[src/rtl/decoder_pkg.sv]
// Shared types and sizes for the round-robin select sequencer and its helpers.
package decoder_pkg;

    localparam int unsigned N_REQ = 4;
    localparam int unsigned SEL_W = 2;

    typedef enum logic [1:0] {
        IDLE  = 2'd0,
        GRANT = 2'd1,
        GAP   = 2'd2
    } state_t;

endpackage : decoder_pkg

[src/rtl/rr_pick.sv]
// Rotating-priority pick: first set request at or after (last+1), wrapping 3->0.
// Ports:
//   req     - request vector, bit i = requester i
//   last    - index of the most recent grantee
//   winner  - index of the chosen requester (0 when none)
//   any_req - at least one request is set
module rr_pick
    import decoder_pkg::*;
(
    input  logic [N_REQ-1:0] req,
    input  logic [SEL_W-1:0] last,
    output logic [SEL_W-1:0] winner,
    output logic             any_req
);

    logic [SEL_W-1:0] idx;
    logic             found;

    // Scan offsets 1..N_REQ; the 2-bit sum wraps, so offset N_REQ lands on last itself.
    always_comb begin
        winner  = '0;
        any_req = |req;
        found   = 1'b0;
        idx     = '0;
        for (int k = 1; k <= int'(N_REQ); k++) begin
            idx = last + SEL_W'(k);
            if (!found && req[idx]) begin
                winner = idx;
                found  = 1'b1;
            end
        end
    end

endmodule : rr_pick

[src/rtl/rr_select_sequencer.sv]
// Round-robin arbiter driving a 2-to-4 one-hot decoder with break-before-make
// (one en=0 cycle between grants) and an optional per-grant hold limit.
// Ports:
//   clk, rst_n - clock (rising edge), asynchronous active-low reset
//   req        - request vector, bit i = requester i
//   release_i  - current grantee done; only looked at while granting
//   sel        - registered grant index (sel[1] -> ip1, sel[0] -> ip0)
//   en         - registered grant valid (decoder enable)
//   timeout    - one-cycle pulse when a grant is ended purely by the hold limit
module rr_select_sequencer
    import decoder_pkg::*;
#(
    parameter int unsigned MAX_HOLD = 8,
    parameter int unsigned CNT_W    = 4
) (
    input  logic             clk,
    input  logic             rst_n,
    input  logic [N_REQ-1:0] req,
    input  logic             release_i,
    output logic [SEL_W-1:0] sel,
    output logic             en,
    output logic             timeout
);

    state_t           state, state_nx;
    logic [SEL_W-1:0] sel_nx;
    logic             en_nx;
    logic             timeout_nx;
    logic [CNT_W-1:0] hold_cnt, hold_nx;
    logic [SEL_W-1:0] last, last_nx;

    logic [SEL_W-1:0] winner;
    logic             any_req;
    logic             expire_c;
    logic             withdraw_c;

    // Single arbiter shared by the IDLE and GAP decisions.
    rr_pick u_pick (
        .req     (req),
        .last    (last),
        .winner  (winner),
        .any_req (any_req)
    );

    assign expire_c   = (MAX_HOLD != 0) && (hold_cnt == CNT_W'(MAX_HOLD - 1));
    assign withdraw_c = ~req[sel];

    // State and registered outputs.
    always_ff @(posedge clk or negedge rst_n) begin
        if (!rst_n) begin
            state    <= IDLE;
            sel      <= '0;
            en       <= 1'b0;
            timeout  <= 1'b0;
            hold_cnt <= '0;
            last     <= SEL_W'(N_REQ - 1);
        end else begin
            state    <= state_nx;
            sel      <= sel_nx;
            en       <= en_nx;
            timeout  <= timeout_nx;
            hold_cnt <= hold_nx;
            last     <= last_nx;
        end
    end

    // Next-state and next-output decode.
    always_comb begin
        state_nx   = state;
        sel_nx     = sel;
        en_nx      = en;
        timeout_nx = 1'b0;
        hold_nx    = hold_cnt;
        last_nx    = last;

        case (state)
            IDLE, GAP: begin
                en_nx = 1'b0;
                if (any_req) begin
                    sel_nx   = winner;
                    en_nx    = 1'b1;
                    hold_nx  = '0;
                    state_nx = GRANT;
                end else begin
                    state_nx = IDLE;
                end
            end

            GRANT: begin
                // Saturate so an unlimited hold never wraps.
                if (hold_cnt != '1) begin
                    hold_nx = hold_cnt + CNT_W'(1);
                end
                if (release_i || withdraw_c || expire_c) begin
                    en_nx      = 1'b0;
                    last_nx    = sel;
                    timeout_nx = expire_c && !release_i && !withdraw_c;
                    state_nx   = GAP;
                end
            end

            default: begin
                en_nx    = 1'b0;
                state_nx = IDLE;
            end
        endcase
    end

endmodule : rr_select_sequencer

[config.mk]
export PLATFORM = sky130hd
export DESIGN_NAME = rr_select_sequencer
export DESIGN_NICKNAME = d
export VERILOG_FILES = /design/src/rtl/decoder_pkg.sv /design/src/rtl/rr_pick.sv /design/src/rtl/rr_select_sequencer.sv
export SDC_FILE = /design/constraint.sdc
export NUM_CORES = 1
export LEC_CHECK = 0
export CAP_MARGIN = 20
export CORE_AREA = 2 2 39 41
export DETAILED_ROUTE_END_ITERATION = 8
export DIE_AREA = 0 0 41 43
export DONT_BUFFER_PORTS = 1
export PLACE_DENSITY = 0.72
export SLEW_MARGIN = 0
export SYNTH_ARGS = -nofsm -noshare
export SYNTH_HDL_FRONTEND = slang
export SYNTH_SLANG_ARGS = --single-unit
[constraint.sdc]
create_clock -name clk -period 2.6 [get_ports clk]
set_input_delay 0.39 -clock clk [delete_from_list [all_inputs] [get_ports clk]]
set_output_delay 0.39 -clock clk [all_outputs]
set_load 0.02 [all_outputs]
## After elaboration in Yosys (flattened, before gate mapping)

Cells that the tools add are included.
Widths: inputs -> output; s select.

| operators by class | value |
|---|---|
| $lt $le $gt $ge | 5 |
| equal/unequal tests | 7 |
| bitwise gates (word level) | 1 |
| reduce and logical (&&, ||, !) cells | 18 |
| div/mod/pow operators | 0 |
| $mul | 0 |
| mux-type cells | 28 |
| shifts and indexed selects | 0 |
| $add $sub $neg | 4 |

Operators with widths:

| kind | count |
|---|---|
| $lt 2x3->1 const B | 5 |
| $mux 1 | 13 |
| $bmux 1 s2 | 5 |
| $mux 2 | 5 |
| $mux 4 | 2 |
| $pmux 4 s2 | 1 |
| $ne 2x2->1 const B | 3 |
| $logic_and 1x1->1 | 5 |
| $add 2x2->2 const B | 2 |
| $add 4x1->4 const B | 1 |
| $eq 4x3->1 const B | 1 |
| $logic_not 1->1 | 4 |
| $ne 4x4->1 const B | 1 |
| $pmux 2 s2 | 1 |
| $reduce_and 2->1 | 2 |
| $reduce_or 4->1 | 1 |
| $reduce_and 3->1 | 1 |
| $add 2x1->2 const B | 1 |
| $eq 2x1->1 const B | 1 |
| $eq 2x2->1 const B | 1 |
| $logic_not 2->1 | 1 |
| $logic_or 1x1->1 | 2 |
| $pmux 1 s2 | 1 |
| $reduce_bool 2->1 | 1 |
| other kinds (2) | 2 |

| word-level totals | value |
|---|---|
| flip-flop bits (word level) | 12 |
| bits in writable memories | 0 |
| bits in latches | 0 |
| ROM bits | 0 |
| memories | 0 |

## Logic depth before layout (Yosys ltp)

Gate-level depths: netlist of run 1.

| logic depth | value |
|---|---|
| word-level depth | 13 |
| mapped depth | 4 |
| mapped depth without buffers | 4 |

## Cells and area by module

Synthesis of run 1 repeated with hierarchy kept, for this count alone.

| second synthesis, totals | value |
|---|---|
| cells, all modules | 66 |
| area, all modules | 626.9 sq um |

Modules (own cells, without submodules):

| module | instances | area an instance (sq um) | cells an instance | seq. area each (sq um) |
|---|---|---|---|---|
| rr_select_sequencer | 1 | 545.5 | 52 | 302.8 |
| rr_pick | 1 | 81.3 | 14 | 0.0 |

## Least setup slack after synthesis of run 1

OpenSTA, ideal clock, no wires.

| timing path | value |
|---|---|
| path type | register to register |
| start | register sel[0] |
| end | register en |
| required time | 2.505 ns |
| clock period less this slack | 1.337 ns |
| path buffers | 0 |
| cell stages (with the launch flop) | 4 |
| arrival time | 1.242 ns |
| setup slack | 1.263 ns |
| path through | dfrtp_1 or2_2 o22a_1 o31ai_1 |

| on the way | value |
|---|---|
| word-level cells in the longest chain between the ends | 6 |

RTL lines:

| element | line | source |
|---|---|---|
| from (decl) | rr_select_sequencer.sv:20 | `output logic [SEL_W-1:0] sel,` |
| from (signal assigned) | rr_select_sequencer.sv:59 | `sel <= sel_nx;` |
| $bmux 1 s2 | rr_select_sequencer.sv:46 | `assign withdraw_c = ~req[sel];` |
| $mux 1 (implied by the code) | rr_select_sequencer.sv:46 |  |
| $not 1->1 | rr_select_sequencer.sv:46 |  |
| $logic_or 1x1->1 (2 in series) | rr_select_sequencer.sv:94 | `if (release_i \|\| withdraw_c \|\| expire_c) begin` |
| $ne 2x2->1 (no source line) | n/a |  |
| to (signal assigned) | rr_select_sequencer.sv:60 | `en <= en_nx;` |
| to (decl) | rr_select_sequencer.sv:21 | `output logic en,` |

No other way between the ends. The select of a mux whose other input is x is not followed.
A chain may end at the register's enable or synchronous reset.

## Final worst setup path of run 1

Same ends and word-level chain as after synthesis.

==> flow_summary.ini, run 1 <==
[setup_path]
path_delay_family = compound AO/OA/AOI/OAI gates
cp.arrival_ns = 1.65
crit_chain = or2_2 > o22a_1 > o31ai_1
start_kind = flop
critical_path.max_fanout = 6
crit_required_ns = 2.79
end_kind = flop
crit_buf_inv = 0
worstSetupPathType = flop to flop
slowest_delay_ns = 0.50
slowest_stage = dfrtp_1

[synth]
async_reset_ff_frac = 1.00
syn-num-nets = 78
synth_flop_cell = dfrtp_1
synth_seq_cells = 12
muxShareOfSynthArea = 0.0281
synth-simple-area-share = 0.242
syn_avg_cell_area_um2 = 10.2
yosysSeqAreaShare = 0.425
synth_xor_area_frac = 0.0123
synth-warning-count = 0
synthAdderAreaFrac = 0.0175
synth_top_family_by_area = compound AO/OA/AOI/OAI gates
synth_cell_types = 35
syn_inst = 70
synth_compound_area_frac = 0.254
netlist_area_um2 = 713
synth_edf_count = 0

[timing]
worstMarginPinSlew_ns = 0.515
period_share = 0.564
setup_viol = 0
hold_slack_ns = 0.313
hold_violations = 0
min_period_ns = 1.47
skew_ns = 0.00394
rsz0062_at_grt = no
slew_headroom = 0.655
finalSetupTns_ns = 0
slew_violations = 0
fmax_mhz = 683

[global_route]
grt_antenna_before_repair = 0
grtUsageTotal = 0.212
grt_pass1_wl_um = 2470
overflow = 0
grt_max_degree = 13
grt_pass1_vias = 581

[floorplan]
initial_core_util = 0.515
die_height_um = 43
die_area_mm2 = 0.00176
die_x_um = 41
row_count = 14
pin_count = 11
core-area_mm2 = 0.00138

[status]
status = complete, no violations

[power]
p_total_uw = 880
p_leak_uw = 0.000310
irDropWorstVdd_uv = 464
powerDensity_mw_per_mm2 = 1150

[finish]
final_cell_mix = dfrtp_1 (10), nand2_1 (5), o31ai_1 (4), o21ai_0 (4)
syn_to_final_growth_pct = 7.72
final_nets = 83
drive_above_1_share = 0.162
layout_commonest_cell = dfrtp_1
num_antenna_cells = 0

[detailed_routing]
vias = 572
ant_nets = 0
via_per_inst = 6.36
drt_iter0_markers = 10
drc = 0
dr.pass1.iters = 4
drt-wirelength-per-cell_um = 16.3
routed_wl_um = 1460

[clocking]
cts_resized = 0
clock_path_buffers = 2
cts_inserted_buffers = 3
cts_root_buf = clkbuf_4
cts_num_sinks = 12
cts-htree-levels = 1
clkTransAtPathRegs_ns = 0.08
cts_tree = yes
clock_latency_ns = 0.28

[placed_design]
portBuffers = 0
dpl.hpwl_um = 1090
finalWeightedCongestion = 0.729

[job]
maxCapViolations = 0

[hold_path]
hold_class = input pin to flop
==> area by class of cell <==
class / count / area, um^2
Timing Repair Buffer: 1 / 10.0
Clock buffer: 4 / 36.3
Fill cell: 129 / 616
Inverter: 1 / 3.75
Sequential cell: 12 / 303
Multi-Input combinational cell: 56 / 395
Tap cell: 16 / 20.0
==> cell families (layout without fill, tap and decap cells) <==
group,after synthesis,after routing
flip-flops,12,12
XOR/XNOR,1,1
AND/OR/NAND/NOR,27,27
AO/OA/AOI/OAI,25,25
adder cells (fa/ha/maj),1,1
multiplexers,2,2
buffers and inverters,2,6
==> metrics by stage <==
stage / utilization / setup WS, ns / area, um^2 / std cells
global route: 0.555 / 1.04 / 768 / 90
detailed placement: 0.522 / 1.18 / 722 / 85
floorplan: - / 1.26 / 713 / 70
finish: 0.555 / 1.13 / 768 / 90
global placement: 0.522 / 1.20 / 722 / 85
CTS: 0.555 / 1.12 / 768 / 90
==> synth_stat cells (all sizes together), types with 2 or more instances <==
cell / n / share of area
a22oi: 2 / 0.021
and3: 2 / 0.018
and3b: 3 / 0.037
dfrtp: 10 / 0.35
dfstp: 2 / 0.074
mux2i: 2 / 0.028
nand2: 5 / 0.026
nand2b: 2 / 0.021
nand3: 2 / 0.014
nor2: 3 / 0.016
nor2b: 3 / 0.026
o211ai: 3 / 0.032
o21ai: 4 / 0.028
o221ai: 2 / 0.025
o22ai: 2 / 0.018
o31ai: 4 / 0.042
or2: 2 / 0.018
==> registers in the layout (all words and copies together) (netlist names) <==
register / cells
hold_cnt: 4
last: 2
sel: 2
state: 2
en: 1
timeout: 1
==> timing repair <==
action	in CTS	in global routing
endpoints found under the hold margin	12	0
hold buffers	1	0
buffers inserted	0	0
==> final timing paths <==
check / from / to / slack, ns / cells past startpoint
setup / recovery: sel[0] / en / 1.13 / 3
hold / removal: req[1] / sel[1] / 0.31 / 2
setup reg to reg: sel[0] / en / 1.13 / 3
hold reg to reg: last[0] / last[0] / 0.54 / 2
max in group asynchronous: rst_n / last[1] / 1.73 / 1
min in group asynchronous: rst_n / sel[1] / 0.51 / 1
==> metal layers <==
metal  GRT usage  part of all wire  up-vias  wire length (um)
met1       0.247              0.43      272               628
met4       0.100             0.021        0                31
met3      0.0681             0.053        5                78
met5           0                 0        -                 0
met2       0.334              0.49       14               723
li1            -                 -      281                 -
==> power breakdown <==
part	total, uW	internal [uW]	switching [uW]
clock network	150	85.3	65.0
registers	409	276	133
logic	321	160	161
Power figures use the tool's default switching activity.
==> run 2, diff against run 1 <==
ABC_AREA = 1   (was not set)
CORE_AREA = not set   (was 2 2 39 41)
CORE_MARGIN = 2   (was not set)
CORE_UTILIZATION = 60   (was not set)
DIE_AREA = not set   (was 0 0 41 43)
PLACE_DENSITY = 0.79   (was 0.72)
clock period = 1.5 ns   (was 2.6 ns; I/O delays follow)
==> run 2 against run 1 <==
Net effect: sequential share of layout area decreased by 9.5 points; power increased to 2.6 times the previous value; first-iteration DRC count decreased by 10%; non-clock buffer count increased by 8; sequential power increased by 53%; die area decreased by 1.2%; critical path depth increased by 7; worst setup slack got worse by 1.1 ns; maximum frequency increased by 0.30%; critical path type unchanged.
==> flow_summary.ini, run 2 <==
[status]
status = complete, no violations

[global_route]
grtUsageTotal = 0.234
grt_max_degree = 13
grt_pass1_vias = 785
grt_pass1_wl_um = 3130
overflow = 0
grt_antenna_before_repair = 0

[floorplan]
core-area_mm2 = 0.00132
die_area_mm2 = 0.00174
die_x_um = 41.7
pin_count = 11
row_count = 13
initial_core_util = 0.649
die_height_um = 41.7

[synth]
yosysTopAreaCellShare = 0.293
syn_avg_cell_area_um2 = 6.78
synth_top_area_cell = dfrtp_1
synth_cell_types = 22
netlist_area_um2 = 855
syn_inst = 126
synth_area_leaders = dfrtp_1 (29%), nand2_1 (20%), nand3_1 (8.8%)
synth-warning-count = 0
synth_edf_count = 0
syn-num-nets = 134
async_reset_ff_frac = 1.00
synth_common_cells = nand2_1 (45), inv_1 (15), nand3_1 (15)
synth.most_common_cell = nand2_1
synth_seq_cells = 12
yosysSeqAreaShare = 0.354
synth_flop_cell = dfrtp_1

[finish]
regArea_um2 = 303
multiInputGateArea_um2 = 510
layout_commonest_cell = nand2_1
top_register = hold_cnt
largest_register_ffs = 4
drive_above_1_share = 0.321
design_area_mm2 = 0.00101
syn_to_final_growth_pct = 18.3
final_cell_mix = nand2_1 (37), nand2_2 (14), inv_1 (13)
final_nets = 146
num_antenna_cells = 0
fill_cells = 115

[placed_design]
dpl.hpwl_um = 1320
dpl_cell_area_um2 = 873
preCtsSetupSlack_ns = 0.0537
portBuffers = 0
finalWeightedCongestion = 0.887

[timing]
hold_violations = 0
finalSetupTns_ns = 0
fin_ws_ns = 0.0393
rsz0062_at_grt = yes
slew_headroom = 0.644
fmax_mhz = 685
worstMarginPinSlew_ns = 0.533
setup_viol = 0
period_share = 0.974
min_period_ns = 1.46
skew_ns = 0.00715
slew_violations = 0

[setup_path]
critical_path.max_fanout = 5
r2r_end = sel[0]
r2r_start = last[0]
r2r_setup_slack_ns = 0.04
r2r_cells = 10
end_kind = flop
cp.arrival_ns = 1.63
start_kind = flop
crit_required_ns = 1.67
worstSetupPathType = flop to flop

[clocking]
clkTransAtPathRegs_ns = 0.07
cts-htree-levels = 1
cts_num_sinks = 12
cts_inserted_buffers = 3
cts_root_buf = clkbuf_4
cts_tree = yes
clock_path_buffers = 2
clock_latency_ns = 0.27

[detailed_routing]
vias = 815
drc = 0
routed_wl_um = 1940
drt-wirelength-per-cell_um = 12.8
drt_iter0_markers = 9
ant_nets = 0
via_per_inst = 5.36
dr.pass1.iters = 6

[job]
maxCapViolations = 0

[hold_path]
min_from = release_i
hold_class = input pin to flop
worstHoldPathCells = 1
hold_end = timeout

[power]
powerDensity_mw_per_mm2 = 2240
irDropWorstVdd_uv = 1280
p_leak_uw = 0.000534
-- run 2: cell types whose count changed in the layout (fill, tap and decap cells not counted), moves of 3 or more --
cell     previous run  this run
nand2_1             5        37
nand2_2             0        14
inv_1               1        13
nand3_1             2        12
buf_4               0         6
inv_2               0         4
o31ai_1             4         0
and3b_1             3         0
nand2_4             0         3
nand3_2             0         3
nor2_4              0         3
nor2b_1             3         0
-- run 2: critical path: stages (launching register included) --
cell and delay [ns]:
dfstp_2 0.64, buf_6 0.15, nand2_2 0.05, nand2_2 0.07, nand2_2 0.07, nand2_4 0.09
nor2_2 0.03, nor2_1 0.10, nand2_1 0.05, nand3_1 0.06, nand2_1 0.05
-- run 2: cell families after synthesis --
kind of cell,synth area share
and+or+nand+nor,0.458
buffers and inverters,0.114
DFF,0.354
AOI/OAI and AO/OA,0.0586
adders and majority gates,0.0146
-- run 2: worst max path at each step --
stage	cells after the start	from	endpoint
2_1_floorplan	11	last[0]	sel[1]
4_1_cts	10	last[0]	sel[1]
3_3_place_gp	10	last[0]	sel[1]
6_report	10	last[0]	sel[0]
5_1_grt	9	last[0]	sel[0]
3_5_place_dp	10	last[0]	sel[1]
-- run 2: final cells by class --
| class | instances | share of cell area |
|---|---|---|
| repair buffers | 9 | 0.0767 |
| well taps | 15 | 0.0186 |
| flip-flops and latches | 12 | 0.300 |
| inverters | 18 | 0.0743 |
| multi-input cells | 94 | 0.505 |
| clock buffers | 4 | 0.0260 |
-- run 2: layer usage --
metal,up-vias,global-route usage,share of wire,wire (um)
li1,415,-,-,-
met1,375,0.244,0.39,763
met2,19,0.450,0.56,1080
met3,6,0.0391,0.034,65
met4,0,0.0968,0.017,33
met5,-,0,0,0
-- run 2: report_power, final --
group	leakage, uW	switching [uW]	internal [uW]	total (uW)
combinational	0.000370	880	558	1440
sequential	0.000149	152	472	624
clock	0.0000150	103	103	206
total	0.000534	1140	1130	2270
-- run 2: what timing repair did --
action | in CTS | in global routing
hold buffers | 1 | 0
buffers inserted | 0 | 5
setup endpoints to repair | 0 | 2
resized for setup | 0 | 23
endpoints found under the hold margin | 12 | 0
-- run 2: per-stage QoR --
stage          total power, uW  utilization  hold WS, ns  std cells
3_3_place_gp              1750        0.663      -0.0704        142
4_1_cts                   2000        0.690       0.0302        147
3_5_place_dp              1780        0.663      -0.0704        142
2_1_floorplan             1580            -      -0.0706        126
6_report                  2270        0.767       0.0341        152
5_1_grt                   2480        0.767       0.0320        152
